### config.mk
export PLATFORM = sky130hd
export DESIGN_NAME = acc_ctrl
export DESIGN_NICKNAME = d
export VERILOG_FILES = /design/src/rtl/acc_ctrl.sv
export SDC_FILE = /design/constraint.sdc
export NUM_CORES = 1
export LEC_CHECK = 0
export ABC_AREA = 1
export CORE_AREA = 2 2 232 234
export CTS_BUF_LIST = sky130_fd_sc_hd__clkbuf_8
export DETAILED_ROUTE_END_ITERATION = 10
export DIE_AREA = 0 0 234 236
export GPL_TIMING_DRIVEN = 0
export PLACE_DENSITY = 0.79
export SKIP_CTS_REPAIR_TIMING = 1
export SYNTH_ARGS = -nofsm -noshare
export SYNTH_HDL_FRONTEND = slang
export SYNTH_SLANG_ARGS = --single-unit
### constraint.sdc
create_clock -name clk -period 9.1 [get_ports clk]
set_clock_uncertainty 0.15 [all_clocks]
set_input_delay 1.365 -clock clk [delete_from_list [all_inputs] [get_ports clk]]
set_output_delay 1.365 -clock clk [all_outputs]
set_load 0.005 [all_outputs]
### src/rtl/acc_ctrl.sv
// acc_ctrl: APB slave that sequences the matrix_multiply datapath.
// Software loads operands A and B, writes START, and reads the captured result C once
// DONE is set (or irq_o fires). The block waits LATENCY edges, then captures acc_out_i.
//
// Ports:
//   clk, rst_n           clock, asynchronous active-low reset
//   paddr/pwdata/pwrite  APB request
//   psel/penable         APB select / enable (access phase = psel & penable)
//   prdata/pready        APB read data (combinational), always-ready
//   pslverr              APB error response, valid in the access phase only
//   irq_o                level interrupt, DONE & IRQ_EN
//   acc_in_A_o/B_o       operand buses to the datapath (copies of A/B registers)
//   acc_out_i            result from the datapath
module acc_ctrl #(
  parameter int unsigned LATENCY        = 4,
  parameter int unsigned APB_ADDR_WIDTH = 12
) (
  input  logic                      clk,
  input  logic                      rst_n,
  input  logic [APB_ADDR_WIDTH-1:0] paddr,
  input  logic [31:0]               pwdata,
  input  logic                      pwrite,
  input  logic                      psel,
  input  logic                      penable,
  output logic [31:0]               prdata,
  output logic                      pready,
  output logic                      pslverr,
  output logic                      irq_o,
  output logic [15:0][7:0]          acc_in_A_o,
  output logic [15:0][7:0]          acc_in_B_o,
  input  logic [15:0][15:0]         acc_out_i
);

  localparam int unsigned AW = APB_ADDR_WIDTH;
  localparam logic [AW-1:0] AddrCtrl   = AW'(32'h00);
  localparam logic [AW-1:0] AddrStatus = AW'(32'h04);
  localparam logic [AW-1:0] AddrA      = AW'(32'h10);
  localparam logic [AW-1:0] AddrB      = AW'(32'h20);
  localparam logic [AW-1:0] AddrC      = AW'(32'h40);
  localparam logic [7:0]    CntInit    = 8'(LATENCY - 1);

  typedef enum logic [0:0] {StIdle, StRun} state_e;

  state_e       state_q, state_d;
  logic [7:0]   cnt_q, cnt_d;
  logic [127:0] a_q, a_d;
  logic [127:0] b_q, b_d;
  logic [255:0] c_q, c_d;
  logic         irq_en_q, irq_en_d;
  logic         done_q, done_d;

  logic access, wr, aligned, busy;
  logic hit_ctrl, hit_status, hit_a, hit_b, hit_c, mapped;

  assign access  = psel & penable;
  assign wr      = access & pwrite;
  assign aligned = (paddr[1:0] == 2'b00);
  assign busy    = (state_q == StRun);

  assign hit_ctrl   = (paddr == AddrCtrl);
  assign hit_status = (paddr == AddrStatus);
  assign hit_a      = aligned && ({paddr[AW-1:4], 4'h0} == AddrA);
  assign hit_b      = aligned && ({paddr[AW-1:4], 4'h0} == AddrB);
  assign hit_c      = aligned && ({paddr[AW-1:5], 5'h00} == AddrC);
  assign mapped     = hit_ctrl | hit_status | hit_a | hit_b | hit_c;

  assign pready     = 1'b1;
  assign irq_o      = done_q & irq_en_q;
  assign acc_in_A_o = a_q;
  assign acc_in_B_o = b_q;

  // Read data mux; driven only for reads in the access phase, zero otherwise.
  always_comb begin
    prdata = '0;
    if (access && !pwrite) begin
      if (hit_ctrl) begin
        prdata = {30'b0, irq_en_q, 1'b0};
      end else if (hit_status) begin
        prdata = {30'b0, done_q, busy};
      end else if (hit_a) begin
        prdata = a_q[{paddr[3:2], 5'b0} +: 32];
      end else if (hit_b) begin
        prdata = b_q[{paddr[3:2], 5'b0} +: 32];
      end else if (hit_c) begin
        prdata = c_q[{paddr[4:2], 5'b0} +: 32];
      end
    end
  end

  // Error response: unmapped access, writes blocked while running, writes to read-only bits.
  always_comb begin
    pslverr = 1'b0;
    if (access) begin
      if (!mapped) begin
        pslverr = 1'b1;
      end else if (pwrite) begin
        if (hit_ctrl && pwdata[0] && busy) pslverr = 1'b1;
        if ((hit_a || hit_b) && busy)      pslverr = 1'b1;
        if (hit_c)                         pslverr = 1'b1;
        if (hit_status && pwdata[0])       pslverr = 1'b1;
      end
    end
  end

  // Operand registers are frozen during RUN so the datapath sees stable inputs.
  always_comb begin
    a_d = a_q;
    b_d = b_q;
    if (wr && !busy) begin
      if (hit_a) a_d[{paddr[3:2], 5'b0} +: 32] = pwdata;
      if (hit_b) b_d[{paddr[3:2], 5'b0} +: 32] = pwdata;
    end
  end

  // Sequencer. Capture sets DONE after the W1C clear so a colliding clear loses.
  always_comb begin
    state_d  = state_q;
    cnt_d    = cnt_q;
    c_d      = c_q;
    irq_en_d = irq_en_q;
    done_d   = done_q;

    if (wr && hit_ctrl)              irq_en_d = pwdata[1];
    if (wr && hit_status && pwdata[1]) done_d = 1'b0;

    unique case (state_q)
      StIdle: begin
        if (wr && hit_ctrl && pwdata[0]) begin
          cnt_d   = CntInit;
          done_d  = 1'b0;
          state_d = StRun;
        end
      end
      StRun: begin
        if (cnt_q != 8'd0) begin
          cnt_d = cnt_q - 8'd1;
        end else begin
          c_d     = acc_out_i;
          done_d  = 1'b1;
          state_d = StIdle;
        end
      end
      default: state_d = StIdle;
    endcase
  end

  always_ff @(posedge clk or negedge rst_n) begin
    if (!rst_n) begin
      state_q  <= StIdle;
      cnt_q    <= '0;
      a_q      <= '0;
      b_q      <= '0;
      c_q      <= '0;
      irq_en_q <= 1'b0;
      done_q   <= 1'b0;
    end else begin
      state_q  <= state_d;
      cnt_q    <= cnt_d;
      a_q      <= a_d;
      b_q      <= b_d;
      c_q      <= c_d;
      irq_en_q <= irq_en_d;
      done_q   <= done_d;
    end
  end

endmodule
# Yosys cells after proc, flatten, opt, wreduce, memory -nomap -nowiden
# Index checks and enable logic that the tools add are counted.
# word_totals
reg_bits	523
output_inout_bits	291
elab_cells	77
# op_classes
add_sub_neg	2
eq_ne	6
shift	5
muxes	25
bitwise	9
n_reduce_logical	23
# ops
op	n
$bwmux 128	2
$shiftx 128x8->32	2
$shiftx 256x9->32	1
$mux 32	6
$shift 32x9->128 const A	1
$shiftx 32x9->128	1
$mux 8	2
$pmux 8 s2	1
$logic_and 1x1->1	13
$eq 12x3->1 const B	1
$logic_not 12->1	1
$mux 1	12
$neg 7->9	1
$eq 8x1->1 const B	1
$eq 8x2->1 const B	1
$reduce_and 2->1	4
$reduce_bool 8->1	1
$sub 8x1->8 const B	1
$eq 7x2->1 const B	1
$or 1x1->1	4
$pmux 1 s2	2
$and 1x1->1	3
$logic_not 1->1	2
$logic_not 2->1	1
other kinds (4)	5

# Logic depth before layout (Yosys ltp)
# Gate-level depths: netlist of run 1.
# depth
ltp_word	10
ltp_mapped	14
ltp_nobuf	11

# Worst setup path before layout of run 1
# Ideal clock, no wire load.
# synth_timing
path_type	in2out
start	in paddr[3]
end	out prdata[10]
t_arrival_ps	3299
slack_ps	4286
stages	14
cell_sequence	buf_2 > clkinv_1 > buf_2 > buf_2 > buf_2 > ha_1 > nand2_1 > nor2_1 > nand2_1 > nand2_1 > nor2_1 > clkbuf_1 > o211ai_1 > inv_1
# synth_via
elab_chain_cells	7
elab_cells_between_ends	11
# synth_lines
element	line_no	rtl
start: declaration	20	input logic [APB_ADDR_WIDTH-1:0] paddr,
$shiftx 256x9->32	85	prdata = c_q[{paddr[4:2], 5'b0} +: 32];
$mux 32	84	end else if (hit_c) begin
$mux 32	82	end else if (hit_b) begin
$mux 32	80	end else if (hit_a) begin
$mux 32	78	end else if (hit_status) begin
$mux 32 *	76	if (hit_ctrl) begin
$mux 32 *	75	if (access && !pwrite) begin
end: declaration	25	output logic [31:0] prdata,
# Mark *: on every way between the ends. The rest lies on a longest branch, timed or not.

# Worst setup path after layout of run 1
# layout_timing
start	in paddr[3]
end	out prdata[21]
# Same word-level chain as after synthesis.

==> flow_summary.toml, run 1 <==
[outcome]
status = "complete, no violations"

[power_and_ir_drop]
clockPowerShare = 0.442
p_leak_uw = 0.0163
power_density_nw_per_um2 = 156
p_seq_frac = 0.445
switching_share = 0.270
power.total_uw = 5420
peakVddDrop_mv = 0.113
internal-power_uw = 3960
p_comb_frac = 0.113
p_sw_uw = 1460

[grt]
grt.overflow.total = 0
grt_pass1_wl_mm = 173
antenna_found_initial = 12
grtUsageTotal = 0.433
grt_start_max_net_pins = 123
grt_pass1_vias = 26358

[placement]
dpl.hpwl_mm = 91.2
port_buffers = 593
routabilityCongestion = 1.00

[critical_path]
slowest_stage = "clkbuf_1"
worst-endpoint-required_ns = 7.59
path_cells = "clkdlybuf4s50_1 > buf_2 > clkinv_1 > buf_2 > buf_2 > buf_2 > ha_1 > nand2_1 > nor2_1 > nand2_1 > nand2_1 > nor2_1 > clkbuf_1 > o211ai_1 > inv_1 > clkdlybuf4s50_1"
crit_top_cell = "buf_2"
max_stage_delay_ns = 0.69
worstReg2RegStart = "cnt_q[0]"
critPathCaptureType = "primary output"
arrival_ns = 6.40
worstPathMaxFanout = 12
start_kind = "input port"
r2r_end = "c_q[223]"
criticalPathCategory = "input port to primary output"
reg2reg_depth = 9
regToRegSetupSlack_ns = 6.46

[synthesis]
yosys_warnings = 0
mappedNetlistArea_um2 = 25900
synth.area.top_cells = "dfrtp_1, nand2_1, o21ai_0"
synthCells = 2947
yosysMostFrequentCell = "dfrtp_1"
synth_top_cell_by_area = "dfrtp_1"
yosysTopAreaCellShare = 0.505
syn_avg_cell_area_um2 = 8.79
synth_enable_flop_cells = 0
synthArstFlopShare = 1.00
synth_seq_area_share = 0.505
synth-seq-cells = 523
syn-num-nets = 3258
netlist_top_cells_count = "dfrtp_1, nand2_1, inv_1"
synth.distinct_cells = 39
synth_ff_type = "dfrtp_1"

[routing]
vias_per_cell = 6.04
drtIter0Drc = 3321
wl_per_cell_um = 27.5
num_vias = 26670
totalWireLength_mm = 121
firstDrtPassIters = 6
drc = 0
ant_nets = 0

[floorplanning]
chipWidth_um = 234
start_util = 0.488
core-area_um2 = 53100
row_count = 85
die_h_um = 236
die-area_um2 = 55200
ioPinCount = 596

[timing]
max_freq_mhz = 126
finalSetupViolCount = 0
timing.hold.ws_ns = 0.350
relSlewSlack = 0.354
worst_pin_slew_ns = 0.969
fin_crit_ns = 7.91
hold_violations = 0
period_share = 0.869
slew_viol_final = 0
rsz0062_at_grt = "false"

[finish]
drive_gt1_frac = 0.111
final_nets = 3947
syn_to_final_growth_pct = 34.5

[clock_network]
clkLatencyLatePin_ns = 0.70
path_clk_slew_ns = 0.06
cts_buffers = 90
cts_tree = "yes"
h-tree-depth = 3
cts_sinks = 523
cts_max_path_buffers = 3
cts_root_buf = "clkbuf_8"

[hold_path]
hp-start = "c_q[125]"
hold_end = "c_q[125]"
hold_class = "register to register"
holdPathStages = 1

[job]
max_cap_violations = 0
## cell type report
type / count / area [um^2]
multi-input combinational: 1894 / 10600
timing repair buffer: 597 / 6050
clock inverter: 46 / 364
antenna: 9 / 22.5
sequential: 523 / 13100
fill: 4505 / 18200
buffer: 232 / 1090
clock buffer: 118 / 1620
tap: 696 / 871
inverter: 298 / 1120
## power by group through the flow
stage               Clock [uW]  Sequential (uW)  Combinational [uW]
floorplan                    0             2440                 251
global placement             0             2460                 580
detailed placement           0             2450                 591
CTS                       2380             2410                 596
global route              2470             2420                 646
finish                    2400             2410                 612
## routing by layer
layer,GRT usage,vias up,share of wire
li1,-,11346,-
met1,0.534,12899,0.36
met2,0.670,2002,0.45
met3,0.136,417,0.13
met4,0.241,6,0.062
met5,0,-,0.00028
## through the flow
| step | utilization | instance area (um^2) | setup TNS (ns) | worst slack (ns) | instances |
|---|---|---|---|---|---|
| 3_5_place_dp | 0.619 | 32800 | 0 | 1.53 | 4240 |
| 5_1_grt | 0.657 | 34800 | 0 | 1.27 | 4412 |
| 2_1_floorplan | - | 25900 | 0 | 4.29 | 2947 |
| 6_report | 0.657 | 34800 | 0 | 1.19 | 4413 |
| 4_1_cts | 0.656 | 34800 | 0 | 1.52 | 4404 |
| 3_3_place_gp | 0.617 | 32700 | -8862.36 | -17.03 | 4236 |
## placed cells by master, fill, tap and decap left out, types with 9 or more instances in the layout
cell             Yosys  final
o31ai_1             93     93
o22ai_1             31     31
diode_2              0      9
clkbuf_1           109    109
buf_4               10     10
buf_1               13     13
o21ai_1             36     36
nor2_1             214    214
dfrtp_1            523    523
a21oi_1            243    243
mux2_4              69     69
clkinv_2             0     10
inv_1              291    317
o21ai_0            257    257
nand3_1            147    147
o21a_1              36     36
mux2_2              71     71
buf_6                9      9
buf_2               89     89
nand4_1             60     60
nand2_1            485    485
o211ai_1           117    117
clkdlybuf4s50_1      0    592
clkbuf_8             0    118
## logic make-up after synthesis
| group | Yosys count | synth area share |
|---|---|---|
| DFF | 523 | 0.505 |
| adders and majority gates | 6 | 0.00290 |
| and+or+nand+nor | 924 | 0.150 |
| muxes | 140 | 0.0708 |
| buffers and inverters | 530 | 0.0853 |
| other | 1 | 0.000145 |
| xor gates and xnor gates | 6 | 0.00203 |
| AOI/OAI and AO/OA | 817 | 0.183 |
## sequential cells by signal, indices dropped and copies added, names as in the netlist
signal / cells
cnt_q: 8
busy: 1
c_q: 256
acc_in_B_o: 128
irq_en_q: 1
done_q: 1
acc_in_A_o: 128
## critical path: cells and delay by family
family / cells / cell delay (ns)
adders and majority gates: 1 / 0.35
buffers and inverters: 9 / 3.52
and+or+nand+nor: 5 / 0.86
AOI/OAI and AO/OA: 1 / 0.28
## worst max-delay path by stage
stage          startpoint             end  slack, ns  cells past startpoint
2_1_floorplan    paddr[3]      prdata[10]       4.29                     14
6_report         paddr[3]      prdata[21]       1.19                     16
4_1_cts          paddr[3]      prdata[21]       1.52                     16
3_5_place_dp     paddr[2]      prdata[21]       1.53                     15
3_3_place_gp        rst_n  acc_in_A_o[41]     -17.03                      1
5_1_grt          paddr[3]      prdata[21]       1.27                     16
No activity file was read; power rests on OpenSTA's default activity.
==> run 2, diff against run 1 <==
- ABC_AREA: 1 -> unset
- CORE_AREA: 2 2 232 234 -> 2 2 234 236
- DIE_AREA: 0 0 234 236 -> 0 0 236 238
- PLACE_DENSITY: 0.79 -> 0.75
==> run 2 against run 1 <==
Effect of this change:
- sequential power decreased by 3%
- register-to-register slack got worse by 0.02 ns
- sequential share of layout area rose by 1.4 points
- combinational power fell by 44%
- synthesized cell count decreased by 26%
- first-iteration DRC count down 46%
- global-route usage is 9.7 points lower
- largest power group unchanged
- clock power decreased by 11%
==> flow_summary.toml, run 2 <==
[outcome]
status = "complete, no violations"

[clock_network]
cts_tree = "yes"
cts_buffers = 87
cts_root_buf = "clkbuf_8"
clkLatencyLatePin_ns = 0.68
cts_max_path_buffers = 3
path_clk_slew_ns = 0.06
cts_sinks = 523
h-tree-depth = 3

[timing]
worst_pin_slew_ns = 1.42
relSlewSlack = 0.0532
slew_viol_final = 0
fin_crit_ns = 8.14
timing.hold.ws_ns = 0.320
period_share = 0.895
rsz0062_at_grt = "false"
max_freq_mhz = 123
hold_violations = 0
finalSetupViolCount = 0

[routing]
ant_nets = 0
num_vias = 20798
totalWireLength_mm = 94.5
vias_per_cell = 5.74
firstDrtPassIters = 5
wl_per_cell_um = 26.1
drtIter0Drc = 1777
drc = 0

[synthesis]
synth-seq-cells = 523
syn_avg_cell_area_um2 = 11.4
synth_top_cell_by_area = "dfrtp_1"
synthCells = 2175
syn-num-nets = 2486
synth_seq_area_share = 0.526
synth.distinct_cells = 51
yosys_warnings = 0
synth.area.top_cells = "dfrtp_1, nand2_1, mux4_2"
synth_ff_type = "dfrtp_1"
netlist_top_cells_count = "nand2_1, dfrtp_1, mux2_2"
mappedNetlistArea_um2 = 24900
yosysMostFrequentCell = "nand2_1"
synthArstFlopShare = 1.00
synth_enable_flop_cells = 0
yosysTopAreaCellShare = 0.526

[critical_path]
regToRegSetupSlack_ns = 6.44
critPathCaptureType = "primary output"
path_cells = "clkdlybuf4s50_1 > buf_2 > buf_2 > buf_1 > inv_1 > ha_1 > clkbuf_1 > nor2_1 > o21a_1 > clkbuf_1 > nor3b_1 > clkdlybuf4s50_1"
slowest_stage = "clkdlybuf4s50_1"
start_kind = "input port"
max_stage_delay_ns = 0.81
reg2reg_depth = 8
worst-endpoint-required_ns = 7.59
criticalPathCategory = "input port to primary output"
crit_family = "buffers and inverters"
worstReg2RegStart = "cnt_q[0]"
path_buf_inv = 8
arrival_ns = 6.63
r2r_end = "c_q[20]"
worstPathMaxFanout = 10

[hold_path]
hold_class = "register to register"
hold_end = "c_q[76]"
holdPathStages = 2
hp-start = "c_q[76]"

[finish]
syn_to_final_growth_pct = 35.0
multiInputGateArea_um2 = 10800
drive_gt1_frac = 0.188
layout_common_cells = "nand2_1, clkdlybuf4s50_1, dfrtp_1"
fill_cells = 4244
largest_reg_flops = 256
final_nets = 3172
regMostFlops = "c_q"
final_common_cell = "nand2_1"
seq_area_um2 = 13100

[grt]
grt.overflow.total = 0
grt_start_max_net_pins = 126
grt_pass1_vias = 21575
grtUsageTotal = 0.336
antenna_found_initial = 14
grt_pass1_wl_mm = 139

[floorplanning]
die_h_um = 238
start_util = 0.465
row_count = 85
die-area_um2 = 56200
core-area_um2 = 53500
chipWidth_um = 236
ioPinCount = 596

[power_and_ir_drop]
p_leak_uw = 0.0150
power.total_uw = 4800
peakVddDrop_mv = 0.0964
power_density_nw_per_um2 = 143

[job]
max_cap_violations = 0

[placement]
port_buffers = 592
dpl.hpwl_mm = 72.3
routabilityCongestion = 0.925
-- run 2: cell types whose count changed in the layout (fill, tap and decap cells not counted), moves of 92 or more --
cell and delta:
mux2_2 +112, nand3_1 -139, o31ai_1 -92, nor2_1 -176, o211ai_1 -116, a21oi_1 -235
nand2_1 +299, o21ai_0 -248, inv_1 -282, and2_1 +98, mux4_2 +127
-- run 2: how the worst max path moves through the flow --
stage,endpoint,slack [ns],cells after the start,start
after global placement,c_q[200],-16.03,1,rst_n
after floorplan,prdata[30],4.11,10,paddr[3]
after CTS,prdata[30],1.11,12,paddr[3]
after detailed placement,prdata[30],1.12,12,paddr[3]
final,prdata[30],0.96,12,paddr[3]
after global routing,prdata[30],0.82,12,paddr[3]
-- run 2: metrics by stage --
stage	area, um^2	cells	TNS, ns	utilization	setup WS, ns
3_5_place_dp	31800	3468	0	0.595	1.12
3_3_place_gp	31700	3463	-8336.49	0.592	-16.03
2_1_floorplan	24900	2175	0	-	4.11
5_1_grt	33600	3622	0	0.628	0.818
4_1_cts	33600	3619	0	0.628	1.11
6_report	33600	3625	0	0.628	0.957
-- run 2: cells by family after synthesis --
| family | Yosys count | synth area share |
|---|---|---|
| muxes | 355 | 0.217 |
| other | 1 | 0.000151 |
| xor gates and xnor gates | 3 | 0.00106 |
| buffers and inverters | 165 | 0.0400 |
| adders and majority gates | 6 | 0.00302 |
| AOI/OAI and AO/OA | 155 | 0.0498 |
| DFF | 523 | 0.526 |
| and+or+nand+nor | 967 | 0.163 |
-- run 2: where the power goes --
part           switching, uW  internal (uW)  total (uW)
Combinational            174            168         342
Clock                    980           1150        2130
Sequential              1.26           2330        2330
Total                   1150           3640        4800
-- run 2: metal layers --
metal	share of wire	wire length, um	GRT usage
met3	0.099	9320	0.0901
met1	0.38	35700	0.420
met4	0.036	3410	0.128
met2	0.49	45900	0.560
met5	0.00095	90	0
-- run 2: tightest hold or removal path, cell delays in order, from the launching register on --
cell and delay, ns:
dfrtp_1 0.33, nand2_1 0.05, nand2_1 0.06
-- run 2: final cells by class --
cell class / instances / area share
tap: 696 / 0.0259
buffer: 158 / 0.0288
timing repair buffer: 597 / 0.181
sequential: 523 / 0.390
inverter: 7 / 0.000782
clock inverter: 36 / 0.00529
clock buffer: 115 / 0.0471
antenna: 6 / 0.000447
multi-input combinational: 1487 / 0.321
